--- src/rtl/regfile_dump_pkg.sv ---
// +----------------------------------------------------------------------+
// | regfile_dump_pkg: shared widths and FSM encoding for regfile_dump    |
// | Rev 1.0                                                              |
// +----------------------------------------------------------------------+
`default_nettype none

package regfile_dump_pkg;

  localparam int ADDR_W_DEF = 5;
  localparam int DATA_W_DEF = 32;

  localparam logic [2:0] IDLE   = 3'd0;
  localparam logic [2:0] HALT   = 3'd1;
  localparam logic [2:0] SETTLE = 3'd2;
  localparam logic [2:0] SEND   = 3'd3;
  localparam logic [2:0] DONE   = 3'd4;

  typedef enum logic [2:0] {
    ST_IDLE   = IDLE,
    ST_HALT   = HALT,
    ST_SETTLE = SETTLE,
    ST_SEND   = SEND,
    ST_DONE   = DONE
  } state_e;

  function automatic int cnt_width(input int n);
    return (n > 1) ? $clog2(n) : 1;
  endfunction

endpackage

`default_nettype wire

--- src/rtl/regfile_dump_if.sv ---
// +----------------------------------------------------------------------+
// | regfile_dump_if: core control, register-file port A and sample stream |
// | Rev 1.0                                                              |
// +----------------------------------------------------------------------+
`default_nettype none

interface regfile_dump_if
  import regfile_dump_pkg::*;
#(
  parameter int ADDR_W = ADDR_W_DEF,
  parameter int DATA_W = DATA_W_DEF
) ();

  logic              Start;
  logic              Halt;
  logic [ADDR_W-1:0] Rs;
  logic [DATA_W-1:0] busA;
  logic              OutValid;
  logic              OutReady;
  logic [ADDR_W-1:0] OutIndex;
  logic [DATA_W-1:0] OutData;
  logic              Busy;
  logic              Done;

  modport master (
    input  Start, busA, OutReady,
    output Halt, Rs, OutValid, OutIndex, OutData, Busy, Done
  );

  modport slave (
    output Start, busA, OutReady,
    input  Halt, Rs, OutValid, OutIndex, OutData, Busy, Done
  );

endinterface

`default_nettype wire

--- src/rtl/regfile_dump.sv ---
// +----------------------------------------------------------------------+
// | regfile_dump: halts the core and streams register contents out       |
// | Rev 1.0                                                              |
// +----------------------------------------------------------------------+
`default_nettype none

module regfile_dump
  import regfile_dump_pkg::*;
#(
  parameter int ADDR_W        = ADDR_W_DEF,
  parameter int DATA_W        = DATA_W_DEF,
  parameter int FIRST_REG     = 0,
  parameter int LAST_REG      = 31,
  parameter int SETTLE_CYCLES = 1
) (
  input  wire logic      Clk,
  input  wire logic      Reset_n,
  regfile_dump_if.master bus
);

  localparam int                CNT_W     = cnt_width(SETTLE_CYCLES);
  localparam logic [CNT_W-1:0]  CNT_LAST  = CNT_W'(SETTLE_CYCLES - 1);
  localparam logic [ADDR_W-1:0] IDX_FIRST = ADDR_W'(FIRST_REG);
  localparam logic [ADDR_W-1:0] IDX_LAST  = ADDR_W'(LAST_REG);

  state_e              state_q;
  logic [ADDR_W-1:0]   idx_q;
  logic [ADDR_W-1:0]   idx_d;
  logic [CNT_W-1:0]    cnt_q;
  logic                halt_q;
  logic                valid_q;
  logic                busy_q;
  logic                done_q;
  logic [ADDR_W-1:0]   out_idx_q;
  logic [DATA_W-1:0]   out_data_q;

  assign idx_d = idx_q + 1'b1;

  always_ff @(posedge Clk) begin
    if (!Reset_n) begin
      state_q    <= ST_IDLE;
      idx_q      <= '0;
      cnt_q      <= '0;
      halt_q     <= 1'b0;
      valid_q    <= 1'b0;
      busy_q     <= 1'b0;
      done_q     <= 1'b0;
      out_idx_q  <= '0;
      out_data_q <= '0;
    end else begin
      done_q <= 1'b0;
      case (state_q)
        ST_IDLE: begin
          if (bus.Start) begin
            state_q <= ST_HALT;
            halt_q  <= 1'b1;
            busy_q  <= 1'b1;
            idx_q   <= IDX_FIRST;
          end
        end
        // Extra cycle lets the core's pending negedge write be blocked by Halt.
        ST_HALT: begin
          state_q <= ST_SETTLE;
          cnt_q   <= '0;
        end
        ST_SETTLE: begin
          if (cnt_q == CNT_LAST) begin
            state_q    <= ST_SEND;
            out_data_q <= bus.busA;
            out_idx_q  <= idx_q;
            valid_q    <= 1'b1;
          end else begin
            cnt_q <= cnt_q + 1'b1;
          end
        end
        ST_SEND: begin
          if (bus.OutReady) begin
            valid_q <= 1'b0;
            if (idx_q >= IDX_LAST) begin
              state_q <= ST_DONE;
              done_q  <= 1'b1;
            end else begin
              idx_q   <= idx_d;
              cnt_q   <= '0;
              state_q <= ST_SETTLE;
            end
          end
        end
        ST_DONE: begin
          state_q <= ST_IDLE;
          halt_q  <= 1'b0;
          busy_q  <= 1'b0;
        end
        default: state_q <= ST_IDLE;
      endcase
    end
  end

  assign bus.Halt     = halt_q;
  assign bus.Rs       = idx_q;
  assign bus.OutValid = valid_q;
  assign bus.OutIndex = out_idx_q;
  assign bus.OutData  = out_data_q;
  assign bus.Busy     = busy_q;
  assign bus.Done     = done_q;

endmodule

`default_nettype wire

--- src/flat_wrapper.sv ---
// flat-port wrapper written by rule: the top's interface ports become plain ports
module regfile_dump_flat import regfile_dump_pkg::*;
#(
  parameter int ADDR_W        = ADDR_W_DEF,
  parameter int DATA_W        = DATA_W_DEF,
  parameter int FIRST_REG     = 0,
  parameter int LAST_REG      = 31,
  parameter int SETTLE_CYCLES = 1
)
  (Clk, Reset_n, bus_Start, bus_busA, bus_OutReady, bus_Halt, bus_Rs, bus_OutValid, bus_OutIndex, bus_OutData, bus_Busy, bus_Done);
  regfile_dump_if #(.ADDR_W(ADDR_W), .DATA_W(DATA_W)) bus_i ();
  input  wire logic Clk;
  input  wire logic Reset_n;
  input wire logic [$bits(bus_i.Start)-1:0] bus_Start;
  input wire logic [$bits(bus_i.busA)-1:0] bus_busA;
  input wire logic [$bits(bus_i.OutReady)-1:0] bus_OutReady;
  output wire logic [$bits(bus_i.Halt)-1:0] bus_Halt;
  output wire logic [$bits(bus_i.Rs)-1:0] bus_Rs;
  output wire logic [$bits(bus_i.OutValid)-1:0] bus_OutValid;
  output wire logic [$bits(bus_i.OutIndex)-1:0] bus_OutIndex;
  output wire logic [$bits(bus_i.OutData)-1:0] bus_OutData;
  output wire logic [$bits(bus_i.Busy)-1:0] bus_Busy;
  output wire logic [$bits(bus_i.Done)-1:0] bus_Done;
  assign bus_i.Start = bus_Start;
  assign bus_i.busA = bus_busA;
  assign bus_i.OutReady = bus_OutReady;
  assign bus_Halt = bus_i.Halt;
  assign bus_Rs = bus_i.Rs;
  assign bus_OutValid = bus_i.OutValid;
  assign bus_OutIndex = bus_i.OutIndex;
  assign bus_OutData = bus_i.OutData;
  assign bus_Busy = bus_i.Busy;
  assign bus_Done = bus_i.Done;
  regfile_dump #(.ADDR_W(ADDR_W), .DATA_W(DATA_W), .FIRST_REG(FIRST_REG), .LAST_REG(LAST_REG), .SETTLE_CYCLES(SETTLE_CYCLES)) u_core (.Clk(Clk), .Reset_n(Reset_n), .bus(bus_i));
endmodule
--- config.mk ---
export PLATFORM = sky130hd
export DESIGN_NAME = regfile_dump_flat
export DESIGN_NICKNAME = d
export VERILOG_FILES = /design/src/rtl/regfile_dump_pkg.sv /design/src/rtl/regfile_dump_if.sv /design/src/rtl/regfile_dump.sv /design/src/flat_wrapper.sv
export SDC_FILE = /design/constraint.sdc
export NUM_CORES = 1
export LEC_CHECK = 0
export ABC_AREA = 1
export BUFFER_PORTS_ARGS = -buffer_cell sky130_fd_sc_hd__buf_4
export CORE_ASPECT_RATIO = 1.25
export CORE_MARGIN = 2
export CORE_UTILIZATION = 25
export DETAILED_ROUTE_END_ITERATION = 16
export SETUP_SLACK_MARGIN = 0.5
export SLEW_MARGIN = 20
export SYNTH_ARGS = -nofsm -noshare
export SYNTH_HDL_FRONTEND = slang
export SYNTH_SLANG_ARGS = --single-unit
--- constraint.sdc ---
create_clock -name Clk -period 1.2 [get_ports Clk]
set_input_delay 0.12 -clock Clk [delete_from_list [all_inputs] [get_ports Clk]]
set_output_delay 0.12 -clock Clk [all_outputs]
set_load 0.05 [all_outputs]
==> results.md, run 1 <==
- Synth Register Bits: 48
- Total die area: 0.00792 mm²
- Global-route wire length before repair: about 9000 µm
- DRT iter0 DRCs: 52
- Crit path buf inv count: 1
- Initial antenna violation count: 0
- GRT Overall Usage: 0.146
- Clock buffer depth: 2
- Sw Share: 0.336
- Max Clock Skew: 0.0111 ns
- CTS Hold Bufs: 0
- Critical-path maximum fanout: 7
- Seq pwr share: 0.383
- Final hold violation count: 0
- Endpoint class of the critical path: flop
- Residual DRC count: 0
- Largest net degree at the start of global routing: 25
- Post-route cell area: 0.00402 mm²
- H-Tree Depth: 2
- FF-to-FF path depth: 9
- Net Sw Power: 0.00166 W
- Tcrit/Tclk final: 1.11
- Fin util: 0.576
- Hold EP: u_core.bus.OutData[6]
- Clock Pin Slew Worst Setup and Hold Paths: 0.09 ns
- Period minus WS final: between 1 and 1.5 ns
- Via-to-Cell Ratio: 4.50
- Hold depth: 3
- Routed Antenna Nets: 0
- Delay-heaviest family, CP: simple AND/OR/NAND/NOR gates
- Vert. Die Dim: 99.0 µm
- Final worst setup slack: -0.128 ns
- Average size of a mapped cell: slightly below 8 µm²
- Max layer used: met4
- Placed Instance Area: 0.00270 mm²
- Power density cells: 1230 mW/mm²
- CP max stage delay: roughly 0.36 ns
- CP required: 1.42 ns
- Worst-path cell chain: ha_4 -> nand2_2 -> nor2_2 -> ha_2 -> inv_2 -> nand3_4 -> nand2_4 -> nand2_2 -> a21oi_2
- Drt wl/cell: 12.9 µm
- Outcome: finished, violations left
- Max Freq: 0.753 GHz
- Routed WL: 5900 µm
- Metal-1 WL: 2240 µm
- Worst skew pair latency: roughly 0.3 ns
- Count of final setup violators: 7
- Vias: 2060
- Worst slew margin: 0.791
- Leakage: 1.71 nW
- Netlist cell types: 21
- Syn Std Cell Area: 0.00180 mm²
- Arrival time worst endpoint: 1.55 ns
- Max VDD drop: ~0.00065 V
- Initial Utilization: 0.259
- Clk sink count: 48
- Worst r2r src: u_core.bus.Rs[0]
- CORE AREA: 0.00698 mm²
- Ys Warns: 0
- Setup crit start kind: flop
- Combinational share of power: 0.385
- Layout area overhead: 123%
- Register area share after synthesis: 0.533
- Ports: 82
- R2R setup slack: -0.13 ns
- Layout cell share with drive strength beyond 1: 0.728
- RSZ-0062 raised after global routing: yes
- CP max-delay cell: dfxtp_4
- Placer Congestion: 0.764
- Setup CP Type: flop to flop
- CTS Root Cell: clkbuf_8
- Wire length on met3: 323 µm
- Num CTS Buffers: 5
- Drt first pass iters: 4
- Slew Viols, Final: 0
- IO buf count: slightly above 80
- CP most frequent cell: nand2_2
- Synth Instances: ~230
- Detailed placement HPWL: between 3000 and 4000 µm
- N_diodes: 0
- Cell-internal power: 0.00328 W
- R2r endpoint: u_core.bus.Rs[2]
- Failing checks: setup timing
- Post-Syn Nets: 270
- Pwr Total: roughly 0.0049 W
- CTS tree: built
- Die width: 80.0 µm
- Final nets: 405
- Min-delay src: bus_busA[6]
- Clk pwr share: 0.232
- Wire length on met2: 3260 µm
- MaxCap Viol Count: 0
- Grt ovf: 0
- Hold Crit Class: primary input to flop
- Site Rows: 34
- Actual slew at the worst max-slew pin: slightly above 0.3 ns
- Vias in the first global route: 1943
[worst reg2reg max path, stage by stage, from the launching register on]
cell,delay [ns]
dfxtp_4,0.36
ha_4,0.15
nand2_2,0.06
nor2_2,0.04
ha_2,0.17
inv_2,0.07
nand3_4,0.13
nand2_4,0.10
nand2_2,0.05
a21oi_2,0.11
[cell usage in the layout (no fill, tap or decap), types with 2 or more instances in the layout]
cell / n
buf_12: 3
inv_2: 3
inv_4: 2
o21ai_2: 11
nand2_1: 13
nor2_4: 32
a21oi_2: 4
clkbuf_8: 5
buf_6: 11
nor2_1: 40
buf_4: 75
nand3_4: 3
dfxtp_2: 24
o21ai_0: 16
buf_8: 48
o21ai_1: 12
dfxtp_4: 24
nand3_1: 5
inv_1: 4
a21oi_1: 7
nor2_2: 9
nand2_2: 4
buf_16: 3
[routing by layer]
layer / vias up / global-route usage
li1: 1021 / -
met3: 6 / 0.0357
met4: 0 / 0.0430
met2: 59 / 0.261
met5: - / 0
met1: 974 / 0.169
[Yosys cell counts (all sizes together)]
cell    count  area share
o21ai      39        0.11
a21oi      11       0.031
clkbuf      6       0.012
o211ai      1      0.0042
nor2       81        0.17
clkinv      1      0.0021
inv         9       0.019
dfxtp      48        0.53
nand2      19       0.042
nand3       8       0.032
ha          2       0.014
buf         6       0.025
nor3b       1      0.0042
[how the worst max path moves through the flow]
| stage | start | end | slack, ns | depth (start not counted) |
|---|---|---|---|---|
| after floorplan | u_core.bus.Rs[0] | u_core.bus.Rs[2] | -0.12 | 9 |
| after global placement | u_core.bus.Rs[0] | u_core.bus.Rs[1] | -0.10 | 9 |
| after detailed placement | u_core.bus.Rs[0] | u_core.bus.Rs[1] | -0.12 | 9 |
| after CTS | u_core.bus.Rs[0] | u_core.bus.Rs[2] | -0.12 | 9 |
| after global routing | u_core.bus.Rs[0] | u_core.bus.Rs[2] | -0.20 | 9 |
| final | u_core.bus.Rs[0] | u_core.bus.Rs[2] | -0.13 | 9 |
[kinds of logic after synthesis]
group           after synthesis  synth area share
compound gates               51             0.143
buf+inv                      22            0.0582
simple gates                109             0.252
fa+ha+maj                     2            0.0139
flops                        48             0.533
[cell type report]
class	count	area, µm²
Multi-Input combinational cell	162	1110
Fill cell	596	2960
Timing Repair Buffer	140	1550
Tap cell	90	113
Inverter	10	52.6
Clock inverter	3	41.3
Clock buffer	5	68.8
Sequential cell	48	1080
[flip-flops by register name (all words and copies together) (netlist names)]
name / cells
u_core.bus.Halt: 1
u_core.bus.Rs: 5
u_core.bus.Done: 1
u_core.state_q: 3
u_core.bus.OutValid: 1
u_core.bus.OutData: 32
u_core.bus.OutIndex: 5
[per-stage QoR]
step	std cells	setup slack [ns]	setup TNS [ns]	hold slack (ns)
global placement	404	-0.104	-0.456	0.354
floorplan	232	-0.123	-0.695	0.265
detailed placement	404	-0.124	-0.594	0.364
global route	458	-0.201	-1.65	0.0459
finish	458	-0.128	-0.568	0.0582
CTS	439	-0.123	-0.527	0.0402
[power groups by stage]
stage	clock network [W]	logic, W	registers (W)
after detailed placement	0	0.00118	0.00188
final	0.00115	0.00190	0.00189
after CTS	0.00121	0.00171	0.00191
after global routing	0.00127	0.00200	0.00191
after floorplan	0	0.000359	0.00233
after global placement	0	0.00117	0.00187
[timing repair]
| action | CTS | global route |
|---|---|---|
| cloned | 5 | 0 |
| endpoints found under the setup margin | 94 | 94 |
| pin swaps | 31 | 19 |
| setup buffers | 22 | 19 |
| gates resized for setup | 181 | 50 |
No activity file was read; power rests on OpenSTA's default activity.
==> inputs of run 2 (changes only) <==
- REMOVE_ABC_BUFFERS: not set -> 1
==> run 2 against run 1 <==
Net effect:
- the flow still finishes with violations (setup timing)
- worst hold slack got worse by 0.0097 ns
- wire length up 7.4%
- critical path type unchanged
- via count decreased by 0.15%
==> results.md, run 2 (same netlist as run 1, synthesis figures left out) <==
- Outcome: finished, violations left
- Failing checks: setup timing
- Total die area: 0.00792 mm² (unchanged)
- Num CTS Buffers: 5 (unchanged)
- Initial antenna violation count: 0 (unchanged)
- Leakage: 1.64 nW (-3.8%)
- Slew Viols, Final: 0 (unchanged)
- Routed WL: 6330 µm (+7.4%)
- Post-route cell area: 0.00387 mm² (-3.6%)
- Final worst setup slack: -0.130 ns (-0.00267 ns)
- Setup_tns: -1.30 ns (-0.730 ns)
- Global-route wire length before repair: 9830 µm (+8.4%)
- Setup CP Type: flop to flop
- Largest net degree at the start of global routing: 23 (-8.0%)
- Vert. Die Dim: 99.0 µm (unchanged)
- Clock buffer depth: 2 (unchanged)
- Site Rows: 34 (unchanged)
- Final nets: 393 (-3.0%)
- Layout area overhead: 115%
- Worst r2r src: u_core.bus.Rs[0]
- Worst Setup SP: u_core.bus.Rs[0]
- H-Tree Depth: 2 (unchanged)
- Largest register FFs: 32 (unchanged)
- CP required: 1.43 ns (about the same)
- Arrival time worst endpoint: 1.56 ns (about the same)
- Setup crit start kind: flop
- Placer Congestion: 0.820 (+7.2%)
- CP max stage delay: 0.34 ns (-0.02 ns)
- Max Freq: 0.752 GHz (-0.20%)
- Worst-path cell chain: ha_4 -> nand2_2 -> nor2_1 -> ha_2 -> inv_2 -> nand3_4 -> nand2_4 -> nand2_2 -> a21oi_1
- Filler instances: 619 (+3.9%)
- Worst skew pair latency: 0.30 ns (about the same)
- Critical-path maximum fanout: 7 (unchanged)
- Power density cells: 1270 mW/mm² (+3.4%)
- Via-to-Cell Ratio: 4.61 (+2.5%)
- CP most frequent cell: nand2_2
- Max VDD drop: 0.000553 V (-15%)
- Worst slew margin: 0.784 (-0.00665)
- Vias: 2057 (-0.15%)
- CORE AREA: 0.00698 mm² (unchanged)
- CP max-delay cell: dfxtp_2
- DRT iter0 DRCs: 61 (+17%)
- Grt ovf: 0 (unchanged)
- Drt wl/cell: 14.2 µm (+10%)
- Clock Pin Slew Worst Setup and Hold Paths: 0.09 ns (about the same)
- Die width: 80.0 µm (unchanged)
- Most frequent cells in the layout: 61 x buf_4, 57 x nor2_1, 45 x buf_8, 37 x dfxtp_2, 19 x o21ai_0
- Placed Instance Area: 0.00262 mm² (-2.9%)
- Min-delay src: bus_busA[31]
- Endpoint class of the critical path: flop
- IO buf count: 81 (unchanged)
- Period minus WS final: 1.33 ns (+0.00266 ns)
- Detailed placement HPWL: 3460 µm (-0.68%)
- N_diodes: 0 (unchanged)
- CTS tree: built
- Fin util: 0.555 (-0.0208)
- Routed Antenna Nets: 0 (unchanged)
- Max Clock Skew: 0.00723 ns (-0.00388 ns)
- RSZ-0062 raised after global routing: yes
- Final hold violation count: 0 (unchanged)
- Most common cell after layout, fill and taps aside: buf_4
- GRT Overall Usage: 0.159 (+0.0129)
- Layout cell share with drive strength beyond 1: 0.674 (-0.0541)
- CTS Root Cell: clkbuf_8
- Tcrit/Tclk final: 1.11 (+0.00222)
- MaxCap Viol Count: 0 (unchanged)
- Clk sink count: 48 (unchanged)
- Ports: 82 (unchanged)
- Count of final setup violators: 25 (+18)
- Hold Crit Class: primary input to flop
- Vias in the first global route: 2022 (+4.1%)
- Actual slew at the worst max-slew pin: 0.322 ns (+0.00992 ns)
- Residual DRC count: 0 (unchanged)
- Initial Utilization: 0.259 (unchanged)
- Drt first pass iters: 4 (unchanged)
run 2: changes by cell type in the layout (fill, tap and decap cells not counted), sizes merged:
cell | before | now
buf | 140 | 128
clkbuf | 5 | 6
clkinv | 3 | 2
run 2: per-stage QoR:
step / setup WS, ns / hold WS [ns] / power [W] / std cells
after floorplan: -0.480 / 0.243 / 0.00256 / 220
after global placement: -0.136 / 0.370 / 0.00301 / 406
after detailed placement: -0.180 / 0.376 / 0.00302 / 406
after CTS: -0.105 / 0.0364 / 0.00487 / 437
after global routing: -0.241 / 0.0528 / 0.00514 / 446
final: -0.130 / 0.0485 / 0.00492 / 446
run 2: layer usage:
metal / GRT usage / routed length [µm] / vias up
li1: - / - / 1001
met4: 0.0378 / 73 / 0
met3: 0.0339 / 392 / 7
met1: 0.185 / 2590 / 975
met2: 0.291 / 3270 / 74
met5: 0 / 0 / -
run 2: critical path, delay by kind of cell (launching register included):
family | cells | cell delay, ns
AO/OA/AOI/OAI | 1 | 0.13
adder cells (fa/ha/maj) | 2 | 0.33
buffers and inverters | 1 | 0.07
flip-flops | 1 | 0.34
AND/OR/NAND/NOR | 5 | 0.38
run 2: where the power goes:
group | switching (W) | total, W | internal, W
Clock | 0.000543 | 0.00116 | 0.000619
Sequential | 0.000142 | 0.00189 | 0.00175
Combinational | 0.000956 | 0.00186 | 0.000904
Total | 0.00164 | 0.00492 | 0.00328
run 2: worst paths after layout:
check	endpoint	slack, ns	cells past startpoint
worst max-delay path	u_core.bus.Rs[2]	-0.13	9
worst min-delay path	u_core.bus.OutData[31]	0.05	3
worst max register to register	u_core.bus.Rs[2]	-0.13	9
worst min register to register	u_core.bus.OutData[4]	0.49	2
run 2: what timing repair did:
action | 4_1_cts | 5_1_grt
resized for setup | 229 | 29
setup endpoints to repair | 94 | 94
cloned | 7 | 0
pin swaps | 21 | 8
hold buffers | 0 | 0
setup buffers | 16 | 9
run 2: area by class of cell:
type | instances | area [µm²] | area share
Sequential cell | 48 | 1040 | 0.270
Clock buffer | 6 | 72.6 | 0.0187
Tap cell | 90 | 113 | 0.0291
Clock inverter | 2 | 35.0 | 0.00905
Inverter | 10 | 47.5 | 0.0123
Multi-Input combinational cell | 162 | 1000 | 0.259
Timing Repair Buffer | 128 | 1560 | 0.402
==> inputs of run 3 (changes only) <==
- CELL_PAD_IN_SITES_DETAIL_PLACEMENT: not set -> 1
- CELL_PAD_IN_SITES_GLOBAL_PLACEMENT: not set -> 1
- GPL_ROUTABILITY_DRIVEN: not set -> 1
- PLACE_DENSITY_LB_ADDON: not set -> 0.1
==> run 3 against run 2 <==
Net effect:
- the run still ends with setup timing left
- maximum frequency is 0.79% higher
- worst setup slack better by 0.010 ns
- register-to-register slack barely moved
- largest cell class unchanged
- largest power group is now combinational logic
- highest routed layer unchanged
==> results.md, run 3 (same netlist as run 1, synthesis figures left out) <==
- Setup crit start kind: flop
- Drt wl/cell: 17.6 µm (+24%)
- CORE AREA: 0.00698 mm² (unchanged)
- Count of final setup violators: 39 (+56%)
- CP max-delay cell: dfxtp_2
- Metal-1 WL: 3010 µm (+16%)
- Clock buffer depth: 2 (unchanged)
- Placer Congestion: 0.769 (-6.1%)
- GRT Overall Usage: 0.153 (-0.00533)
- Vias in the first global route: 1952 (-3.5%)
- Clk pwr share: 0.213 (-0.023)
- CTS Hold Bufs: 0 (unchanged)
- Leakage: 1.72 nW (+4.5%)
- Sw Share: 0.358 (+0.0239)
- Placed Instance Area: 0.00262 mm² (-0.19%)
- Detailed placement HPWL: 3890 µm (+12%)
- Vias: 2087 (+1.5%)
- N_diodes: 0 (unchanged)
- Power density cells: 1200 mW/mm² (-5.4%)
- Worst skew pair latency: 0.30 ns (about the same)
- Initial antenna violation count: 0 (unchanged)
- Max layer used: met4
- Largest register FFs: 32 (unchanged)
- Most common cell after layout, fill and taps aside: buf_4
- Clk sink count: 48 (unchanged)
- Max VDD drop: 0.000596 V (+7.8%)
- Failing checks: setup timing
- CTS Root Cell: clkbuf_8
- Worst-path cell chain: ha_4 -> nand2_4 -> nor2_4 -> ha_4 -> inv_4 -> nand3_4 -> nand2_1 -> nand2_1 -> a21oi_1
- Net Sw Power: 0.00176 W (+7.1%)
- Combinational share of power: 0.399 (+0.021)
- Die width: 80.0 µm (unchanged)
- CTS tree: built
- Seq pwr share: 0.388 (+0.003)
- Global-route wire length before repair: 9580 µm (-2.5%)
- CP required: 1.43 ns (about the same)
- Endpoint class of the critical path: flop
- Worst slack, placed: -0.203 ns (-0.0231 ns)
- Worst slew margin: 0.761 (-0.0228)
- Max Clock Skew: 0.00651 ns (-0.000717 ns)
- Outcome: finished, violations left
- Routed Antenna Nets: 0 (unchanged)
- DRT iter0 DRCs: 63 (+3.3%)
- Grt ovf: 0 (unchanged)
- CP max stage delay: 0.35 ns (about the same)
- Wire length on met3: 347 µm (-11%)
- Final nets: 400 (+1.8%)
- Largest net degree at the start of global routing: 36 (+57%)
- Cell-internal power: 0.00316 W (-3.6%)
- Tcrit/Tclk final: 1.10 (-0.00865)
- Layout cell share with drive strength beyond 1: 0.730 (+0.0559)
- RSZ-0062 raised after global routing: yes
- Most frequent cells in the layout: 64 x buf_4, 47 x nor2_1, 47 x buf_8, 24 x nor2_4, 24 x dfxtp_4
- Actual slew at the worst max-slew pin: 0.356 ns (+0.0340 ns)
- Arrival time worst endpoint: 1.55 ns (about the same)
- Initial Utilization: 0.259 (unchanged)
- IO buf count: 81 (unchanged)
- Wire length on met2: 4540 µm (+39%)
- MaxCap Viol Count: 0 (unchanged)
- Final hold violation count: 0 (unchanged)
- Slew Viols, Final: 0 (unchanged)
- Via-to-Cell Ratio: 4.61 (-0.11%)
- Final worst setup slack: -0.120 ns (+0.0104 ns)
- Layout area overhead: 127%
- Max Freq: 0.758 GHz (+0.79%)
- Period minus WS final: 1.32 ns (-0.0104 ns)
- Drt first pass iters: 4 (unchanged)
- Critical-path maximum fanout: 7 (unchanged)
- Routed WL: 7980 µm (+26%)
- Clock Pin Slew Worst Setup and Hold Paths: 0.10 ns (about the same)
- Post-route cell area: 0.00409 mm² (+5.6%)
- Num CTS Buffers: 5 (unchanged)
- Vert. Die Dim: 99.0 µm (unchanged)
- Fin util: 0.586 (+0.0312)
- Residual DRC count: 0 (unchanged)
- Site Rows: 34 (unchanged)
- Setup CP Type: flop to flop
- Total die area: 0.00792 mm² (unchanged)
- Ports: 82 (unchanged)
- Hold Crit Class: primary input to flop
- H-Tree Depth: 2 (unchanged)
## run 3: power by group through the flow
stage,clock [W],sequential [W],combinational [W]
4_1_cts,0.00109,0.00189,0.00146
6_report,0.00105,0.00191,0.00196
2_1_floorplan,0,0.00230,0.000253
5_1_grt,0.00114,0.00192,0.00207
3_5_place_dp,0,0.00185,0.00118
3_3_place_gp,0,0.00184,0.00117
## run 3: layout make-up
class | count | area [µm²]
Clock buffer | 6 | 82.6
Clock inverter | 2 | 15.0
Fill cell | 740 | 2890
Inverter | 10 | 55.1
Multi-Input combinational cell | 162 | 1110
Sequential cell | 48 | 1080
Tap cell | 90 | 113
Timing Repair Buffer | 135 | 1630
## run 3: final timing paths
kind,to,from,slack [ns],depth (start not counted)
setup / recovery,u_core.bus.Rs[0],u_core.bus.Rs[1],-0.12,9
hold / removal,u_core.bus.OutData[4],bus_busA[4],0.05,3
setup reg to reg,u_core.bus.Rs[0],u_core.bus.Rs[1],-0.12,9
hold reg to reg,u_core.bus.OutData[9],u_core.bus.OutData[9],0.50,2
## run 3: critical path, delay by kind of cell (launching register included)
family                     cells  cell delay, ns
buffers and inverters          1            0.05
DFF                            1            0.35
adders and majority gates      2            0.32
AOI/OAI and AO/OA              1            0.12
and+or+nand+nor                5            0.41
## run 3: routing by layer
metal,up-vias,GRT usage
met5,-,0
met2,55,0.271
li1,1013,-
met1,1011,0.187
met4,0,0.0391
met3,8,0.0330
## run 3: what timing repair did
item / CTS / global route
gates resized for setup: 170 / 142
setup endpoints to repair: 94 / 94
gates cloned: 2 / 9
setup buffers: 7 / 20
pin swaps: 10 / 23
## run 3: metrics by stage
stage	power, W	hold slack (ns)	std cells	TNS [ns]
floorplan	0.00256	0.243	220	-8.40
detailed placement	0.00303	0.383	407	-1.22
global placement	0.00302	0.370	407	-0.877
finish	0.00491	0.0523	453	-1.50
CTS	0.00444	0.0493	424	-0.498
global route	0.00513	0.0408	453	-3.37
